<file path="config.mk">
export PLATFORM = sky130hd
export DESIGN_NAME = divider_scheduler
export DESIGN_NICKNAME = d
export VERILOG_FILES = /design/src/rtl/divider_pkg.sv /design/src/rtl/divider_scheduler_arbiter.sv /design/src/rtl/divider_scheduler.sv
export SDC_FILE = /design/constraint.sdc
export NUM_CORES = 1
export LEC_CHECK = 0
export ABC_CLOCK_PERIOD_IN_PS = 6200
export CORE_ASPECT_RATIO = 1.4
export CORE_MARGIN = 2
export CORE_UTILIZATION = 45
export CTS_CLUSTER_SIZE = 28
export DETAILED_ROUTE_END_ITERATION = 6
export DONT_BUFFER_PORTS = 1
export PLACE_DENSITY = 0.58
export SYNTH_ARGS = -nofsm -noshare
export SYNTH_HDL_FRONTEND = slang
export SYNTH_SLANG_ARGS = --single-unit
</file>
<file path="constraint.sdc">
create_clock -name clock -period 6.2 [get_ports clock]
set_clock_uncertainty 0.2 [all_clocks]
set_input_delay 1.86 -clock clock [delete_from_list [all_inputs] [get_ports clock]]
set_output_delay 1.86 -clock clock [all_outputs]
set_load 0.005 [all_outputs]
</file>
<file path="src/rtl/divider_pkg.sv">
// Shared widths and the tag that travels alongside each divide through the pipeline.
package divider_pkg;

  localparam int DIVIDEND       = 16;
  localparam int DIVISOR        = 8;
  localparam int MAX_REQUESTERS = 16;
  localparam int TAG_INDEX_W    = $clog2(MAX_REQUESTERS);

  typedef struct packed {
    logic                   valid;
    logic [TAG_INDEX_W-1:0] index;
    logic                   dbz;
  } div_tag_t;

endpackage

</file>
<file path="src/rtl/divider_scheduler_arbiter.sv">
// Round-robin arbiter: combinational one-hot grant searched upward from a
// registered pointer that moves just past each accepted requester.
module rr_arbiter #(
  parameter  int N  = 4,
  localparam int IW = (N > 1) ? $clog2(N) : 1
) (
  input  logic          clock,
  input  logic          reset,
  input  logic [N-1:0]  request,
  input  logic          enable,
  input  logic          advance,
  output logic [N-1:0]  grant,
  output logic [IW-1:0] grant_index
);

  logic [IW-1:0] ptr_r;
  logic [IW-1:0] pos_s;
  logic          found_s;
  int            pos_int_s;

  // First active request at or after ptr (with wrap) wins
  always_comb begin
    grant       = '0;
    grant_index = '0;
    found_s     = 1'b0;
    pos_int_s   = 0;
    pos_s       = '0;
    for (int k = 0; k < N; k++) begin
      pos_int_s = int'(ptr_r) + k;
      if (pos_int_s >= N) begin
        pos_int_s = pos_int_s - N;
      end else begin
        pos_int_s = pos_int_s;
      end
      pos_s = IW'(pos_int_s);
      if (enable && !found_s && request[pos_s]) begin
        found_s     = 1'b1;
        grant_index = pos_s;
      end else begin
        found_s = found_s;
      end
    end
    if (found_s) begin
      grant[grant_index] = 1'b1;
    end else begin
      grant = '0;
    end
  end

  // Pointer register
  always_ff @(posedge clock or posedge reset) begin
    if (reset) begin
      ptr_r <= '0;
    end else if (advance) begin
      ptr_r <= (grant_index == IW'(N - 1)) ? '0 : grant_index + IW'(1);
    end
  end

endmodule

</file>
<file path="src/rtl/divider_scheduler.sv">
// Shares one fixed-latency pipelined divider among several requesters, tagging
// each operation so its result returns to the issuer LATENCY+1 edges later.
module divider_scheduler #(
  parameter  int DIVIDEND   = divider_pkg::DIVIDEND,
  parameter  int DIVISOR    = divider_pkg::DIVISOR,
  parameter  int REQUESTERS = 4,
  parameter  int LATENCY    = 16,
  localparam int IFW        = $clog2(LATENCY + 3)
) (
  input  logic                           clock,
  input  logic                           reset,
  input  logic                           hold,
  input  logic [REQUESTERS-1:0]          req_valid,
  output logic [REQUESTERS-1:0]          req_ready,
  input  logic [REQUESTERS*DIVIDEND-1:0] req_dividend,
  input  logic [REQUESTERS*DIVISOR-1:0]  req_divisor,
  output logic [DIVIDEND-1:0]            div_dividend,
  output logic [DIVISOR-1:0]             div_divisor,
  input  logic [DIVIDEND-1:0]            div_quotient,
  input  logic [DIVISOR-1:0]             div_remainder,
  output logic [REQUESTERS-1:0]          rsp_valid,
  output logic [DIVIDEND-1:0]            rsp_quotient,
  output logic [DIVISOR-1:0]             rsp_remainder,
  output logic                           rsp_dbz,
  output logic [IFW-1:0]                 inflight,
  output logic                           busy
);

  import divider_pkg::*;

  localparam int IW = $clog2(REQUESTERS);

  logic [REQUESTERS-1:0] grant_s;
  logic [IW-1:0]         grant_index_s;
  logic                  accept_s;
  logic [DIVIDEND-1:0]   sel_dividend_s;
  logic [DIVISOR-1:0]    sel_divisor_s;
  div_tag_t              new_tag_s;
  div_tag_t              rsp_tag_s;
  div_tag_t              tag_r [0:LATENCY];
  logic [REQUESTERS-1:0] rsp_onehot_s;
  logic [IFW-1:0]        inflight_next_s;

  logic [DIVIDEND-1:0]   div_dividend_r;
  logic [DIVISOR-1:0]    div_divisor_r;
  logic [REQUESTERS-1:0] rsp_valid_r;
  logic [DIVIDEND-1:0]   rsp_quotient_r;
  logic [DIVISOR-1:0]    rsp_remainder_r;
  logic                  rsp_dbz_r;
  logic [IFW-1:0]        inflight_r;
  logic                  busy_r;

  rr_arbiter #(.N(REQUESTERS)) u_arbiter (
    .clock       (clock),
    .reset       (reset),
    .request     (req_valid),
    .enable      (!hold),
    .advance     (accept_s),
    .grant       (grant_s),
    .grant_index (grant_index_s)
  );

  // A grant only exists for a valid request, so any grant is an accept
  assign accept_s  = |grant_s;
  assign req_ready = grant_s;
  assign rsp_tag_s = tag_r[LATENCY];

  // Select the granted requester's operands and build its tag
  always_comb begin
    sel_dividend_s  = req_dividend[grant_index_s*DIVIDEND +: DIVIDEND];
    sel_divisor_s   = req_divisor[grant_index_s*DIVISOR +: DIVISOR];
    new_tag_s.valid = accept_s;
    new_tag_s.index = TAG_INDEX_W'(grant_index_s);
    new_tag_s.dbz   = accept_s && (sel_divisor_s == '0);
  end

  // Operand registers feeding the divider; they hold between accepts
  always_ff @(posedge clock or posedge reset) begin
    if (reset) begin
      div_dividend_r <= '0;
      div_divisor_r  <= '0;
    end else if (accept_s) begin
      div_dividend_r <= sel_dividend_s;
      div_divisor_r  <= sel_divisor_s;
    end
  end

  // Tag pipeline, one stage deeper than the divider so it lines up with the capture edge
  always_ff @(posedge clock or posedge reset) begin
    if (reset) begin
      for (int s = 0; s <= LATENCY; s++) begin
        tag_r[s] <= '0;
      end
    end else begin
      tag_r[0] <= new_tag_s;
      for (int s = 1; s <= LATENCY; s++) begin
        tag_r[s] <= tag_r[s-1];
      end
    end
  end

  // One-hot response strobe at the returning tag's index
  always_comb begin
    rsp_onehot_s = '0;
    if (rsp_tag_s.valid) begin
      rsp_onehot_s[rsp_tag_s.index[IW-1:0]] = 1'b1;
    end else begin
      rsp_onehot_s = '0;
    end
  end

  // Response registers; divide-by-zero overrides the divider's output
  always_ff @(posedge clock or posedge reset) begin
    if (reset) begin
      rsp_valid_r     <= '0;
      rsp_quotient_r  <= '0;
      rsp_remainder_r <= '0;
      rsp_dbz_r       <= 1'b0;
    end else if (rsp_tag_s.valid) begin
      rsp_valid_r <= rsp_onehot_s;
      rsp_dbz_r   <= rsp_tag_s.dbz;
      if (rsp_tag_s.dbz) begin
        rsp_quotient_r  <= '1;
        rsp_remainder_r <= '0;
      end else begin
        rsp_quotient_r  <= div_quotient;
        rsp_remainder_r <= div_remainder;
      end
    end else begin
      rsp_valid_r <= '0;
    end
  end

  // Occupancy: accept adds, response removes, both together cancel
  always_comb begin
    case ({accept_s, rsp_tag_s.valid})
      2'b10:   inflight_next_s = inflight_r + IFW'(1);
      2'b01:   inflight_next_s = inflight_r - IFW'(1);
      default: inflight_next_s = inflight_r;
    endcase
  end

  // Occupancy registers
  always_ff @(posedge clock or posedge reset) begin
    if (reset) begin
      inflight_r <= '0;
      busy_r     <= 1'b0;
    end else begin
      inflight_r <= inflight_next_s;
      busy_r     <= (inflight_next_s != '0);
    end
  end

  assign div_dividend  = div_dividend_r;
  assign div_divisor   = div_divisor_r;
  assign rsp_valid     = rsp_valid_r;
  assign rsp_quotient  = rsp_quotient_r;
  assign rsp_remainder = rsp_remainder_r;
  assign rsp_dbz       = rsp_dbz_r;
  assign inflight      = inflight_r;
  assign busy          = busy_r;

endmodule

</file>
==> reports/qor.yml, run 1 <==
status:
  status: "finished clean"
finish:
  finalNonFillerCells: 548
  drive_above_1_share_pct: 14.6
  regArea_mm2: 0.00323
  nFillCells: 1012
  area_growth_pct: 12.4
  diodes: 0
  multi_input_area_mm2: 0.00173
  nets: 525
critical_path:
  r2r_cells: 7
  slowest_delay_ns: 0.46
  cp_max_fo: 10
  timing.rr.start: "u_arbiter.ptr_r[1]"
  critPathSlowestCell: "or4b_1"
  critPathKind: "input pin to output pin"
  crit_arrival_ns: 3.21
  cp_num_buf_inv: 1
  worstReg2RegEnd: "div_dividend[7]"
  cpLargestDelayFamily: "simple AND/OR/NAND/NOR gates"
  rrSetupSlack_ns: 3.25
  cp-end-kind: "output pin"
  required_ns: 4.14
  setup.worst_path.start_class: "input pin"
  path_cells: "or4b_1 > a21oi_1 > o21ai_2 > nand2_4 > inv_2 > ha_1 > and2_1"
power:
  power_density_mw_per_mm2: 403
  fin_total_pwr_mw: 2.33
  p_int_mw: 1.66
  p_clk_share_pct: 37.7
  comb_power_share_pct: 14.2
  swShare_pct: 28.8
  p_leak_nw: 2.50
  irDropWorstVdd_mv: 0.224
  p_seq_share_pct: 48.1
  p_switching_mw: 0.671
clocking:
  ctsHtreeMaxLevel: 4
  cts_buffers: 17
  numClockSinks: 129
  post_cts_buffers: 0
  cts_hold_buf: 0
  cts_max_path_buffers: 2
  insertion_delay_ns: 0.40
  clockRootBuffer: "clkbuf_16"
  cts_tree: "yes"
  clkTransAtPathRegs_ns: 0.05
  cts_resized: 0
detailed_routing:
  finalWirelength_um: 10400
  viasPerCell: 5.66
  first_pass_iters: 4
  drtIter0Drc: 131
  wire_per_inst_um: 19.0
  drc: 0
  ant_nets: 0
  vias: 3100
hold_path:
  min_from: "tag_r[54]"
  min_to: "tag_r[48]"
  min_path_cells: 0
  hp-class: "flop to flop"
yosys:
  netlist_top_cells_area: "dfrtp_1 (63%), mux2i_1 (8.8%), o221ai_2 (2.9%), o22a_1 (2.7%), nand2_1 (2.4%)"
  syn_inst: 388
  synth_top_area_share_pct: 62.7
  yosys.area.top_type: "dfrtp_1"
  syn_nets: 522
  synth_seq_cells: 129
  syn_area_mm2: 0.00515
  yosysWarnings: 0
  synth_ff_type: "dfrtp_1"
  synth_commonest_cells: "dfrtp_1 (129), mux2i_1 (45), nand2_1 (33)"
  syn_area_per_cell_um2: 13.3
  seq_area_frac_synth_pct: 62.7
  synth_most_common_cell: "dfrtp_1"
  synth_cell_types: 54
  async_flop_share_pct: 100
  synth_edf_count: 0
floorplanning:
  die_h_um: 131
  dieArea_mm2: 0.0123
  die-width_um: 94.4
  start_util_pct: 45.9
  rows: 46
  ios: 190
  core_area_mm2: 0.0112
global_route:
  grt_overflow_total: 0
  first_global_vias: 3284
  grt_max_degree: 85
  grt_pass1_wl_um: 16400
  track_usage_pct: 17.6
  antenna_found_initial: 0
sta:
  fin_tns_setup_ns: 0
  fin_crit_ns: 5.27
  setup_viol: 0
  slew_headroom_pct: 51.6
  rsz0062_at_grt: "false"
  fmax_ghz: 0.190
  worstMarginPinSlew_ns: 0.726
  finalMaxSlewViolations: 0
  timing.final.crit_share_pct: 85.0
  hold_violations: 0
place:
  gp_congestion: 0.801
  portBuffers: 0
  dp_hpwl_um: 7440
  dp_cells: 516
flow_run:
  timing.max_cap.violations: 0
-- sequential cells by signal, summed over array words and instances (netlist names) --
register / flops
tag_r: 64
rsp_quotient: 16
div_divisor: 8
inflight: 5
div_dividend: 16
rsp_remainder: 8
rsp_tag_s: 4
rsp_dbz: 1
u_arbiter.ptr_r: 2
busy: 1
rsp_valid: 4
-- layout make-up --
class / instances / area share, %
inverter: 15 / 1.06
timing repair buffer: 6 / 0.779
clock inverter: 15 / 1.95
multi-input combinational: 222 / 29.9
clock buffer: 17 / 7.35
sequential: 129 / 55.8
tap: 144 / 3.11
-- worst max path at each step --
stage / from / to / slack (ns) / cells past startpoint
after global placement: req_valid[1] / req_ready[1] / 0.94 / 7
after detailed placement: req_valid[1] / req_ready[0] / 0.92 / 7
after floorplan: reset / busy / 0.70 / 1
after global routing: req_valid[1] / req_ready[0] / 0.83 / 7
after CTS: req_valid[1] / req_ready[0] / 0.92 / 7
final: req_valid[1] / req_ready[0] / 0.93 / 7
-- stage by stage --
stage | util, % | worst slack, ns | area (um2) | hold WS (ns)
3_5_place_dp | 46.7 | 0.920 | 5250 | 0.135
2_1_floorplan | - | 0.699 | 5150 | 0.131
5_1_grt | 51.5 | 0.828 | 5780 | 0.153
6_report | 51.5 | 0.928 | 5780 | 0.142
4_1_cts | 51.5 | 0.918 | 5780 | 0.146
3_3_place_gp | 46.7 | 0.943 | 5250 | 0.136
-- power by group through the flow --
stage                     combinational [mW]  sequential (mW)  clock [mW]
after floorplan                        0.305             1.09           0
after global placement                 0.325             1.13           0
after detailed placement               0.336             1.14           0
after CTS                              0.336             1.13       0.912
after global routing                   0.372             1.15       0.953
final                                  0.330             1.12       0.880
-- routing by layer --
layer  share of wire [%]  wire length (um)  GRT usage [%]
met5                   0                 0              0
met3                  10              1090           8.31
met2                  50              5210           29.4
met1                  37              3900           19.2
met4                 2.1               215           7.67
-- cell families after synthesis --
logic type | count (synthesis) | synth area share (%)
flops | 129 | 62.7
simple gates | 84 | 8.83
compound gates | 77 | 12.7
mux | 48 | 9.41
buf+inv | 37 | 3.62
fa+ha+maj | 7 | 1.70
xor+xnor | 6 | 1.02
-- cell usage in the layout (no fill, tap or decap), drive strengths merged, types with 2 or more instances in the layout --
cell,count
dfrtp,129
xor2,5
clkbuf,17
ha,7
and3,2
inv,18
mux2i,45
o221ai,22
nor2b,4
or3,3
nand4bb,2
nand2,34
clkinv,6
o21ai,13
nand3,2
and2,4
nor2,6
o211ai,2
clkinvlp,6
a211oi,3
mux2,3
nor4,5
nand3b,8
o22a,16
nand2b,3
a21oi,10
nor3,6
buf,6
No activity file was read; power rests on OpenSTA's default activity.
==> run 2: changes to the inputs <==
--- a/config.mk
+++ b/config.mk
@@ -9,6 +9,7 @@
 export CORE_ASPECT_RATIO = 1.4
 export CORE_MARGIN = 2
 export CORE_UTILIZATION = 45
+export CTS_CLUSTER_DIAMETER = 50
 export CTS_CLUSTER_SIZE = 28
 export DETAILED_ROUTE_END_ITERATION = 6
 export DONT_BUFFER_PORTS = 1
==> results of run 2 <==
No change in the layout: final DEF, timing and power equal those of run 1.
==> run 3: changes to the inputs <==
--- a/config.mk
+++ b/config.mk
@@ -14,6 +14,8 @@
 export DETAILED_ROUTE_END_ITERATION = 6
 export DONT_BUFFER_PORTS = 1
 export PLACE_DENSITY = 0.58
+export REMOVE_ABC_BUFFERS = 1
+export SKIP_LAST_GASP = 1
 export SYNTH_ARGS = -nofsm -noshare
 export SYNTH_HDL_FRONTEND = slang
 export SYNTH_SLANG_ARGS = --single-unit
==> reports/qor.yml, run 3 (synthesis results as in run 1) <==
sta:
  hold_violations: 0  # unchanged
  setup_slack_ns: 0.825  # -0.103 ns
  fin_crit_ns: 5.37  # +0.103 ns
  setup_viol: 0  # unchanged
  finalMaxSlewViolations: 0  # unchanged
  holdWs_ns: 0.137  # -0.00467 ns
  fin_tns_setup_ns: 0  # unchanged
  rsz0062_at_grt: "false"
  timing.final.crit_share_pct: 86.7  # +1.7 points
  fmax_ghz: 0.186  # -1.9%
  slew_headroom_pct: 25.4  # -26 points
  worstMarginPinSlew_ns: 1.12  # +0.392 ns
floorplanning:
  dieArea_mm2: 0.0123  # unchanged
  ios: 190  # unchanged
  rows: 46  # unchanged
  die-width_um: 94.4  # unchanged
  die_h_um: 131  # unchanged
  start_util_pct: 45.9  # unchanged
  core_area_mm2: 0.0112  # unchanged
clocking:
  insertion_delay_ns: 0.41  # about the same
  cts_buffers: 17  # unchanged
  post_cts_buffers: 0  # unchanged
  cts_max_path_buffers: 2  # unchanged
  clkTransAtPathRegs_ns: 0.05  # about the same
  cts_tree: "yes"
  cts_resized: 0  # unchanged
  numClockSinks: 129  # unchanged
  clockRootBuffer: "clkbuf_16"
  cts_hold_buf: 0  # unchanged
  ctsHtreeMaxLevel: 4  # unchanged
place:
  portBuffers: 0  # unchanged
  gp_congestion: 0.813  # +1.6%
  dp_hpwl_um: 7200  # -3.2%
  dp_cells: 515  # -0.19%
  dpl_worst_slack_ns: 0.822  # -0.0979 ns
global_route:
  first_global_vias: 3160  # -3.8%
  grt_pass1_wl_um: 15900  # -3.1%
  use_met1_pct: 19.8  # +0.63 points
  grt_overflow_total: 0  # unchanged
  track_usage_pct: 17.2  # -0.41 points
  grt_max_degree: 130  # +53%
  met3_usage_pct: 7.17  # -1.1 points
  antenna_found_initial: 0  # unchanged
  grt_busiest_layer: "met2"
  grtUsageMet2_pct: 28.2  # -1.2 points
critical_path:
  r2r_cells: 7  # unchanged
  setup.worst_path.start_class: "input pin"
  worstReg2RegEnd: "div_dividend[9]"
  crit_arrival_ns: 3.31  # +0.10 ns
  cp_max_fo: 16  # +6
  endpoint: "req_ready[1]"
  rrSetupSlack_ns: 3.21  # -0.04 ns
  cp-startpoint: "req_valid[1]"
  required_ns: 4.14  # about the same
  cp-end-kind: "output pin"
  critPathKind: "input pin to output pin"
  timing.rr.start: "u_arbiter.ptr_r[1]"
flow_run:
  timing.max_cap.violations: 0  # unchanged
power:
  irDropWorstVdd_mv: 0.191  # -15%
  p_leak_nw: 2.55  # +2.1%
  power_density_mw_per_mm2: 426  # +5.7%
  fin_total_pwr_mw: 2.51  # +7.6%
detailed_routing:
  wire_per_inst_um: 19.1  # +0.47%
  vias: 3087  # -0.42%
  drtIter0Drc: 123  # -6.1%
  drc: 0  # unchanged
  first_pass_iters: 4  # unchanged
  finalWirelength_um: 10400  # +0.29%
  ant_nets: 0  # unchanged
  viasPerCell: 5.64  # -0.24%
finish:
  nets: 524  # -0.19%
  finalNonFillerCells: 547  # -0.18%
  multi_input_area_mm2: 0.00174  # +0.43%
  layout_common_cells: "dfrtp_1 (129), mux2i_1 (45), nand2_1 (33)"
  regArea_mm2: 0.00323  # unchanged
  diodes: 0  # unchanged
  largest_reg_flops: 64  # unchanged
  drive_above_1_share_pct: 14.4  # -0.21 points
  nFillCells: 972  # -4.0%
  largest-register: "tag_r"
  final_common_cell: "dfrtp_1"
  area_growth_pct: 14.3
status:
  status: "finished clean"
hold_path:
  hp-class: "flop to flop"
run 3: per-stage QoR:
step / util (%) / cell area, um2
3_3_place_gp: 46.7 / 5250
2_1_floorplan: - / 5020
6_report: 52.4 / 5880
4_1_cts: 52.4 / 5880
5_1_grt: 52.4 / 5880
3_5_place_dp: 46.7 / 5250
run 3: cell type report:
cell class,instances,area share (%)
Tap cell,144,3.06
Multi-Input combinational cell,222,29.6
Inverter,15,1.04
Clock inverter,13,3.13
Clock buffer,19,7.70
Sequential cell,129,54.9
Timing Repair Buffer,5,0.638
run 3: how the worst min path moves through the flow:
| stage | startpoint | to | depth (start not counted) |
|---|---|---|---|
| after floorplan | tag_r[6] | rsp_tag_s[0] | 0 |
| after global placement | tag_r[97] | tag_r[91] | 0 |
| after detailed placement | tag_r[7] | rsp_tag_s[1] | 0 |
| after CTS | tag_r[35] | tag_r[29] | 0 |
| after global routing | tag_r[7] | rsp_tag_s[1] | 0 |
| final | tag_r[35] | tag_r[29] | 0 |
run 3: layer usage:
metal  up-vias  wire [um]
met3        10        995
met2       150       5320
met4         0        137
li1       1402          -
met1      1525       3990
met5         -          0
run 3: power breakdown:
part	internal (mW)	switching, mW	total (mW)
combinational	0.152	0.184	0.337
clock	0.694	0.357	1.05
sequential	0.996	0.124	1.12
total	1.84	0.665	2.51
run 3: worst max-delay path, stage by stage:
cell	delay, ns
or4b_1	0.47
a21oi_1	0.18
o21ai_2	0.12
nand2_4	0.23
inv_2	0.11
ha_1	0.20
and2_1	0.15
